## src/rtl/multi_counter_pkg.sv

```systemverilog
// Shared definitions for the multi-channel settable counter.
// Mode and direction encodings are kept here so the channel logic and any
// user-project software model agree on a single set of values.
package multi_counter_pkg;

    // Per-channel counting mode.
    typedef enum logic [1:0] {
        MODE_WRAP    = 2'b00,
        MODE_SAT     = 2'b01,
        MODE_RELOAD  = 2'b10,
        MODE_ONESHOT = 2'b11
    } mode_e;

    // Per-channel direction.
    localparam logic DIR_UP   = 1'b0;
    localparam logic DIR_DOWN = 1'b1;

    // Modes whose arithmetic clamps at the bound (saturate and one-shot).
    function automatic logic mode_clamps(input mode_e m);
        return (m == MODE_SAT) || (m == MODE_ONESHOT);
    endfunction

endpackage

```

## src/rtl/multi_counter_if.sv

```systemverilog
// Flattened control/status bus of the multi-channel counter.
// Channel c owns slice [c*W +: W] of every vector; the master drives the
// control fields and the counter (slave) returns the status fields.
interface multi_counter_if #(
    parameter int NUM_CH     = 4,
    parameter int WIDTH      = 32,
    parameter int STEP_WIDTH = 8
);
    logic [NUM_CH-1:0]            en_i;
    logic [NUM_CH-1:0]            dir_i;
    logic [2*NUM_CH-1:0]          mode_i;
    logic [NUM_CH*STEP_WIDTH-1:0] step_i;
    logic [NUM_CH-1:0]            set_i;
    logic [NUM_CH*WIDTH-1:0]      set_value_i;
    logic [NUM_CH*WIDTH-1:0]      limit_i;
    logic [NUM_CH-1:0]            clr_tc_i;
    logic [NUM_CH*WIDTH-1:0]      count_o;
    logic [NUM_CH-1:0]            tc_pulse_o;
    logic [NUM_CH-1:0]            tc_flag_o;
    logic [NUM_CH-1:0]            running_o;

    modport master (
        output en_i, dir_i, mode_i, step_i, set_i, set_value_i, limit_i, clr_tc_i,
        input  count_o, tc_pulse_o, tc_flag_o, running_o
    );

    modport slave (
        input  en_i, dir_i, mode_i, step_i, set_i, set_value_i, limit_i, clr_tc_i,
        output count_o, tc_pulse_o, tc_flag_o, running_o
    );
endinterface

```

## src/rtl/multi_counter_channel.sv

```systemverilog
// One independent counter channel: count, reload value, one-shot running
// state, terminal-count pulse and sticky flag. All outputs are registered.
module multi_counter_channel #(
    parameter int WIDTH      = 32,
    parameter int STEP_WIDTH = 8
) (
    input  logic                  clk,
    input  logic                  rst,
    input  logic                  en,
    input  logic                  dir,
    input  logic [1:0]            mode,
    input  logic [STEP_WIDTH-1:0] step,
    input  logic                  set,
    input  logic [WIDTH-1:0]      set_value,
    input  logic [WIDTH-1:0]      limit,
    input  logic                  clr_tc,
    output logic [WIDTH-1:0]      count,
    output logic                  tc_pulse,
    output logic                  tc_flag,
    output logic                  running
);
    import multi_counter_pkg::*;

    logic [WIDTH-1:0] count_reg;
    logic [WIDTH-1:0] reload_reg;
    logic             tc_pulse_reg;
    logic             tc_flag_reg;
    logic             running_reg;

    logic [WIDTH-1:0] count_next;
    logic             tc_next;
    logic             running_next;

    mode_e            mode_cur;
    logic             active;
    logic [WIDTH:0]   step_ext;
    logic [WIDTH:0]   limit_ext;
    logic [WIDTH:0]   sum;
    logic [WIDTH:0]   diff;
    logic [WIDTH-1:0] stepped;
    logic             tc_hit;

    // One extra bit holds the carry (up) or borrow (down) of the step.
    assign mode_cur  = mode_e'(mode);
    assign step_ext  = {{(WIDTH + 1 - STEP_WIDTH){1'b0}}, step};
    assign limit_ext = {1'b0, limit};
    assign sum       = {1'b0, count_reg} + step_ext;
    assign diff      = {1'b0, count_reg} - step_ext;

    // A finished one-shot ignores enable until it is re-armed by a load.
    assign active = en && (running_reg || (mode_cur != MODE_ONESHOT));

    // Candidate next count and terminal-count condition for an enabled step.
    always_comb begin
        stepped = count_reg;
        tc_hit  = 1'b0;
        // A zero step never moves the count and never terminates.
        if (step != '0) begin
            if (mode_cur == MODE_WRAP) begin
                if (dir == DIR_DOWN) begin
                    stepped = diff[WIDTH-1:0];
                    tc_hit  = diff[WIDTH];
                end else begin
                    stepped = sum[WIDTH-1:0];
                    tc_hit  = sum[WIDTH];
                end
            end else if (mode_cur == MODE_RELOAD) begin
                if (dir == DIR_DOWN) begin
                    if (diff[WIDTH]) begin
                        stepped = reload_reg;
                        tc_hit  = 1'b1;
                    end else begin
                        stepped = diff[WIDTH-1:0];
                    end
                end else begin
                    if (sum > limit_ext) begin
                        stepped = reload_reg;
                        tc_hit  = 1'b1;
                    end else begin
                        stepped = sum[WIDTH-1:0];
                    end
                end
            end else if (mode_clamps(mode_cur)) begin
                // Pulse only on arrival at the bound, not while parked there.
                if (dir == DIR_DOWN) begin
                    stepped = diff[WIDTH] ? '0 : diff[WIDTH-1:0];
                    tc_hit  = (stepped == '0) && (count_reg != '0);
                end else begin
                    stepped = (sum > limit_ext) ? limit : sum[WIDTH-1:0];
                    tc_hit  = (stepped == limit) && (count_reg != limit);
                end
            end
        end
    end

    // Next-state selection for count, pulse and running.
    always_comb begin
        count_next   = active ? stepped : count_reg;
        tc_next      = active && tc_hit;
        running_next = running_reg;
        if (mode_cur != MODE_ONESHOT) begin
            running_next = 1'b1;
        end else if (tc_next) begin
            running_next = 1'b0;
        end
    end

    // Channel state: reset beats load, load beats counting.
    always_ff @(posedge clk) begin
        if (!rst) begin
            count_reg    <= '0;
            reload_reg   <= '0;
            tc_pulse_reg <= 1'b0;
            tc_flag_reg  <= 1'b0;
            running_reg  <= 1'b1;
        end else if (set) begin
            count_reg    <= set_value;
            reload_reg   <= set_value;
            tc_pulse_reg <= 1'b0;
            tc_flag_reg  <= tc_flag_reg & ~clr_tc;
            running_reg  <= 1'b1;
        end else begin
            count_reg    <= count_next;
            tc_pulse_reg <= tc_next;
            // A new terminal count wins over a simultaneous clear.
            tc_flag_reg  <= tc_next | (tc_flag_reg & ~clr_tc);
            running_reg  <= running_next;
        end
    end

    assign count    = count_reg;
    assign tc_pulse = tc_pulse_reg;
    assign tc_flag  = tc_flag_reg;
    assign running  = running_reg;

endmodule

```

## src/rtl/multi_counter.sv

```systemverilog
// Multi-channel settable timer/event counter. Slices the flattened bus
// into NUM_CH independent channel instances.
module multi_counter #(
    parameter int NUM_CH     = 4,
    parameter int WIDTH      = 32,
    parameter int STEP_WIDTH = 8
) (
    input logic            clk,
    input logic            rst,
    multi_counter_if.slave bus
);
    import multi_counter_pkg::*;

    logic [WIDTH-1:0] count_ch    [NUM_CH];
    logic [NUM_CH-1:0] tc_pulse_ch;
    logic [NUM_CH-1:0] tc_flag_ch;
    logic [NUM_CH-1:0] running_ch;

    generate
        for (genvar gi = 0; gi < NUM_CH; gi++) begin : g_ch
            multi_counter_channel #(
                .WIDTH      (WIDTH),
                .STEP_WIDTH (STEP_WIDTH)
            ) u_channel (
                .clk       (clk),
                .rst       (rst),
                .en        (bus.en_i[gi]),
                .dir       (bus.dir_i[gi]),
                .mode      (bus.mode_i[gi*2 +: 2]),
                .step      (bus.step_i[gi*STEP_WIDTH +: STEP_WIDTH]),
                .set       (bus.set_i[gi]),
                .set_value (bus.set_value_i[gi*WIDTH +: WIDTH]),
                .limit     (bus.limit_i[gi*WIDTH +: WIDTH]),
                .clr_tc    (bus.clr_tc_i[gi]),
                .count     (count_ch[gi]),
                .tc_pulse  (tc_pulse_ch[gi]),
                .tc_flag   (tc_flag_ch[gi]),
                .running   (running_ch[gi])
            );

            assign bus.count_o[gi*WIDTH +: WIDTH] = count_ch[gi];
        end
    endgenerate

    assign bus.tc_pulse_o = tc_pulse_ch;
    assign bus.tc_flag_o  = tc_flag_ch;
    assign bus.running_o  = running_ch;

endmodule
```

## src/flat_wrapper.sv

```systemverilog
// flat-port wrapper written by rule: the top's interface ports become plain ports
module multi_counter_flat import multi_counter_pkg::*;
#(
    parameter int NUM_CH     = 4,
    parameter int WIDTH      = 32,
    parameter int STEP_WIDTH = 8
)
  (clk, rst, bus_en_i, bus_dir_i, bus_mode_i, bus_step_i, bus_set_i, bus_set_value_i, bus_limit_i, bus_clr_tc_i, bus_count_o, bus_tc_pulse_o, bus_tc_flag_o, bus_running_o);
  multi_counter_if #(.NUM_CH(NUM_CH), .WIDTH(WIDTH), .STEP_WIDTH(STEP_WIDTH)) bus_i ();
  input logic clk;
  input logic rst;
  input wire logic [$bits(bus_i.en_i)-1:0] bus_en_i;
  input wire logic [$bits(bus_i.dir_i)-1:0] bus_dir_i;
  input wire logic [$bits(bus_i.mode_i)-1:0] bus_mode_i;
  input wire logic [$bits(bus_i.step_i)-1:0] bus_step_i;
  input wire logic [$bits(bus_i.set_i)-1:0] bus_set_i;
  input wire logic [$bits(bus_i.set_value_i)-1:0] bus_set_value_i;
  input wire logic [$bits(bus_i.limit_i)-1:0] bus_limit_i;
  input wire logic [$bits(bus_i.clr_tc_i)-1:0] bus_clr_tc_i;
  output wire logic [$bits(bus_i.count_o)-1:0] bus_count_o;
  output wire logic [$bits(bus_i.tc_pulse_o)-1:0] bus_tc_pulse_o;
  output wire logic [$bits(bus_i.tc_flag_o)-1:0] bus_tc_flag_o;
  output wire logic [$bits(bus_i.running_o)-1:0] bus_running_o;
  assign bus_i.en_i = bus_en_i;
  assign bus_i.dir_i = bus_dir_i;
  assign bus_i.mode_i = bus_mode_i;
  assign bus_i.step_i = bus_step_i;
  assign bus_i.set_i = bus_set_i;
  assign bus_i.set_value_i = bus_set_value_i;
  assign bus_i.limit_i = bus_limit_i;
  assign bus_i.clr_tc_i = bus_clr_tc_i;
  assign bus_count_o = bus_i.count_o;
  assign bus_tc_pulse_o = bus_i.tc_pulse_o;
  assign bus_tc_flag_o = bus_i.tc_flag_o;
  assign bus_running_o = bus_i.running_o;
  multi_counter #(.NUM_CH(NUM_CH), .WIDTH(WIDTH), .STEP_WIDTH(STEP_WIDTH)) u_core (.clk(clk), .rst(rst), .bus(bus_i));
endmodule
```

## config.mk

```make
export PLATFORM = sky130hd
export DESIGN_NAME = multi_counter_flat
export DESIGN_NICKNAME = d
export VERILOG_FILES = /design/src/rtl/multi_counter_pkg.sv /design/src/rtl/multi_counter_if.sv /design/src/rtl/multi_counter_channel.sv /design/src/rtl/multi_counter.sv /design/src/flat_wrapper.sv
export SDC_FILE = /design/constraint.sdc
export NUM_CORES = 2
export LEC_CHECK = 0
export ABC_AREA = 0
export CAP_MARGIN = 40
export CORE_ASPECT_RATIO = 1.1
export CORE_MARGIN = 3
export CORE_UTILIZATION = 40
export DETAILED_ROUTE_END_ITERATION = 16
export GPL_ROUTABILITY_DRIVEN = 1
export PLACE_DENSITY = 0.72
export REMOVE_ABC_BUFFERS = 1
export SETUP_SLACK_MARGIN = 0.02
export SLEW_MARGIN = 20
export SYNTH_ARGS = -nofsm -noshare
export SYNTH_HDL_FRONTEND = slang
export SYNTH_SLANG_ARGS = --single-unit
export TNS_END_PERCENT = 10
```

## constraint.sdc

```tcl
create_clock -name clk -period 6.2 [get_ports clk]
set_clock_uncertainty 0.1 [all_clocks]
set_input_delay 0.62 -clock clk [delete_from_list [all_inputs] [get_ports clk]]
set_output_delay 0.62 -clock clk [all_outputs]
set_load 0.01 [all_outputs]
```

==> results.toml <==
[drt]
routedWlPerCell_microns = 26.6
final_antenna_net_count = 0
drc = 0
totalWireLength_microns = 161000
drt-vias-per-instance = 6.48
drt-pass1-iter-count = 7
drt_iter0_markers = 5055
routed-via-count = 39100

[yosys]
yosysMostFrequentCell = "nand2_1"
syn_inst = 4493
synth_top_area_share_pct = 17.0
yosys_warnings = 0
synth-edff-count = 0
synth_area_per_cell_sq_um = 7.03
synth-main-ff-cell = "dfxtp_1"
async_flop_share_pct = 0
ys_types = 98
synth_largest_area_cell = "dfxtp_1"
synth_common_cells = "nand2_1, nor2_1, xnor2_1"
synthTopCellsByArea = "dfxtp_1, xnor2_1, ha_1, nand2_1, a21oi_1"
ys_seq_area_share_pct = 17.0
synth_seq_cells = 268
syn_area_sq_mm = 0.0316

[worst_setup_path]
crit_path_max_fanout = 7
cp.required_ns = 6.50
critPathKind = "input pin to flip-flop"
worstPathCellList = "clkdlybuf4s50_1, inv_1, ha_1, nor2b_1, o211ai_1, a211o_1, buf_4, a2111oi_0, buf_4, xor2_1, ha_1, and4_1, a221oi_1, nor2_1, nand4b_1, a21oi_2, nand2_1, buf_4, nand4_1, nand3_1, a311oi_1, a211oi_1"
r2r-start = "u_core.g_ch[3].u_channel.count[0]"
crit_buf_inv = 5
reg2regPathDepth = 20
crit_slowest_cell = "clkdlybuf4s50_1"
rrSetupSlack_ns = 0.50
path_common_cell = "buf_4"
startpoint_type = "input pin"
slowest_delay_ns = 0.63
cp-end-kind = "flip-flop"
reg2reg_to = "u_core.g_ch[3].u_channel.count[16]"
crit_arrival_ns = 6.11
cp_top_family = "compound AO/OA/AOI/OAI gates"

[clocking]
cts_tree = "done"
root_buffer = "clkbuf_16"
cts_sinks = 268
clkTransAtPathRegs_ns = 0.06
clk_path_buf_depth = 3
htree_levels = 2
clk_latency_ns = 0.58
cts_buffers = 36

[timing]
finalHoldViolCount = 0
setup_viol = 0
timing.fmax_mhz = 172
fin_hold_ws_ns = 0.339
fin_crit_ns = 5.81
finalSetupTns_ns = 0
rsz0062_at_grt = "no"
relSlewSlack_pct = 39.3
setup_slack_ns = 0.386
slew_violations = 0
fin_crit_sh_pct = 93.8
tightestPinTransition_ns = 0.908

[power_and_ir_drop]
p_leak_uw = 0.0160
powerDensity_mw_per_mm2 = 198
vdd_drop_max_v = 0.000195

[die]
core_area_sq_mm = 0.0778
io_pins = 454
initial_core_util_pct = 40.6
dieHeight_microns = 301
row_count = 107
dieArea_sq_mm = 0.0824
die_width_microns = 274

[cells_and_area]
insertedDiodeCount = 0
drive_gt1_share_pct = 9.03
fillers = 7750
area_growth_pct = 26.2
nets = 5493
stdcell_area_sq_mm = 0.0399
final_cells = 6040

[global_routing]
grt_pass1_wl_microns = 235000
grtUsageTotal_pct = 37.0
grt_max_degree = 137
antenna_found_initial = 0
grt_overflow = 0
grt_pass1_vias = 36900

[min_path]
min_from = "rst"
worstHoldEndpoint = "u_core.g_ch[2].u_channel.count[27]"
hold_path.class = "input pin to flip-flop"
worstHoldPathCells = 3

[job]
drv_cap = 0

[placement]
dpl-instance-area_sq_mm = 0.0386
gp_congestion = 1.11
dp_cells = 5975
io_buffers = 453
pre_cts_slack_ns = -0.0885
place_hpwl_microns = 125000

[outcome]
status = "completed"
==> layout by cell type, fill, tap and decap left out, drive strengths merged, types with 40 or more instances in the layout <==
master         Yosys  routed
or3               63      63
nor4              66      66
inv              242     244
nand2b            40      40
a21oi            297     297
clkbuf           282      50
clkdlybuf4s50      0     447
nand2            458     458
o21ai            301     301
ha               192     192
nor2b             59      59
a211oi            90      90
buf               44     325
a31oi             64      64
dfxtp            268     268
nor3             138     138
nand4            111     111
mux2i             97      97
xor2             104     104
nand3            123     123
nor2             384     384
o211ai            56      56
xnor2            311     311
and3              68      68
a221oi            49      49
==> cells by family after synthesis <==
family          synth area share [%]
mux                             3.32
fa+ha+maj                       8.15
simple gates                    25.7
buf+inv                         7.10
flops                           17.0
compound gates                  26.8
xor+xnor                        11.9
==> through the flow <==
step / power (uW) / utilization, %
after floorplan: 3890 / -
after global placement: 5440 / 49.5
after detailed placement: 5460 / 49.6
after CTS: 7810 / 51.2
after global routing: 8210 / 51.2
final: 7900 / 51.2
==> where the power goes <==
| part | leakage [uW] | internal (uW) | switching (uW) | total [uW] |
|---|---|---|---|---|
| logic | 0.0132 | 1440 | 2090 | 3530 |
| clock network | 0.000628 | 1410 | 915 | 2330 |
| registers | 0.00222 | 1840 | 193 | 2040 |
| total | 0.0160 | 4700 | 3200 | 7900 |
==> worst max path at each step <==
| stage | slack, ns | cells past startpoint | from | to |
|---|---|---|---|---|
| 2_1_floorplan | -0.30 | 18 | bus_step_i[8] | u_core.g_ch[1].u_channel.count[11] |
| 3_3_place_gp | -0.11 | 21 | bus_step_i[24] | u_core.g_ch[3].u_channel.count[24] |
| 3_5_place_dp | -0.09 | 21 | bus_step_i[24] | u_core.g_ch[3].u_channel.count[16] |
| 4_1_cts | 0.50 | 21 | bus_step_i[24] | u_core.g_ch[3].u_channel.count[16] |
| 5_1_grt | 0.03 | 23 | bus_step_i[0] | u_core.g_ch[0].u_channel.count[18] |
| 6_report | 0.39 | 22 | bus_step_i[17] | u_core.g_ch[2].u_channel.count[14] |
==> worst min-delay path, stage by stage <==
cell,delay [ns]
buf_4,0.20
nand2_1,0.09
a31oi_1,0.03
==> metal layers <==
layer / GRT usage, % / vias up / part of all wire (%)
met5: 0 / - / 0
met4: 21.4 / 0 / 7.0
met3: 7.79 / 665 / 11
met2: 57.4 / 2885 / 43
met1: 47.4 / 18200 / 38
li1: - / 17400 / -
==> final cells by class <==
cell class                      instances  area, sq um  area share (%)
Multi-Input combinational cell       3652        24000            60.3
Timing Repair Buffer                  774         6950            17.4
Sequential cell                       268         5370            13.5
Tap cell                             1035         1290            3.25
Clock buffer                           49         1030            2.59
Inverter                              247          932            2.34
Clock inverter                         15          236           0.593
==> repair_timing <==
item                       CTS  global route
hold buffers                 0             0
resized for setup            0             1
setup buffers                0             0
setup endpoints to repair    0             1
(Power assumes the default switching activity.)
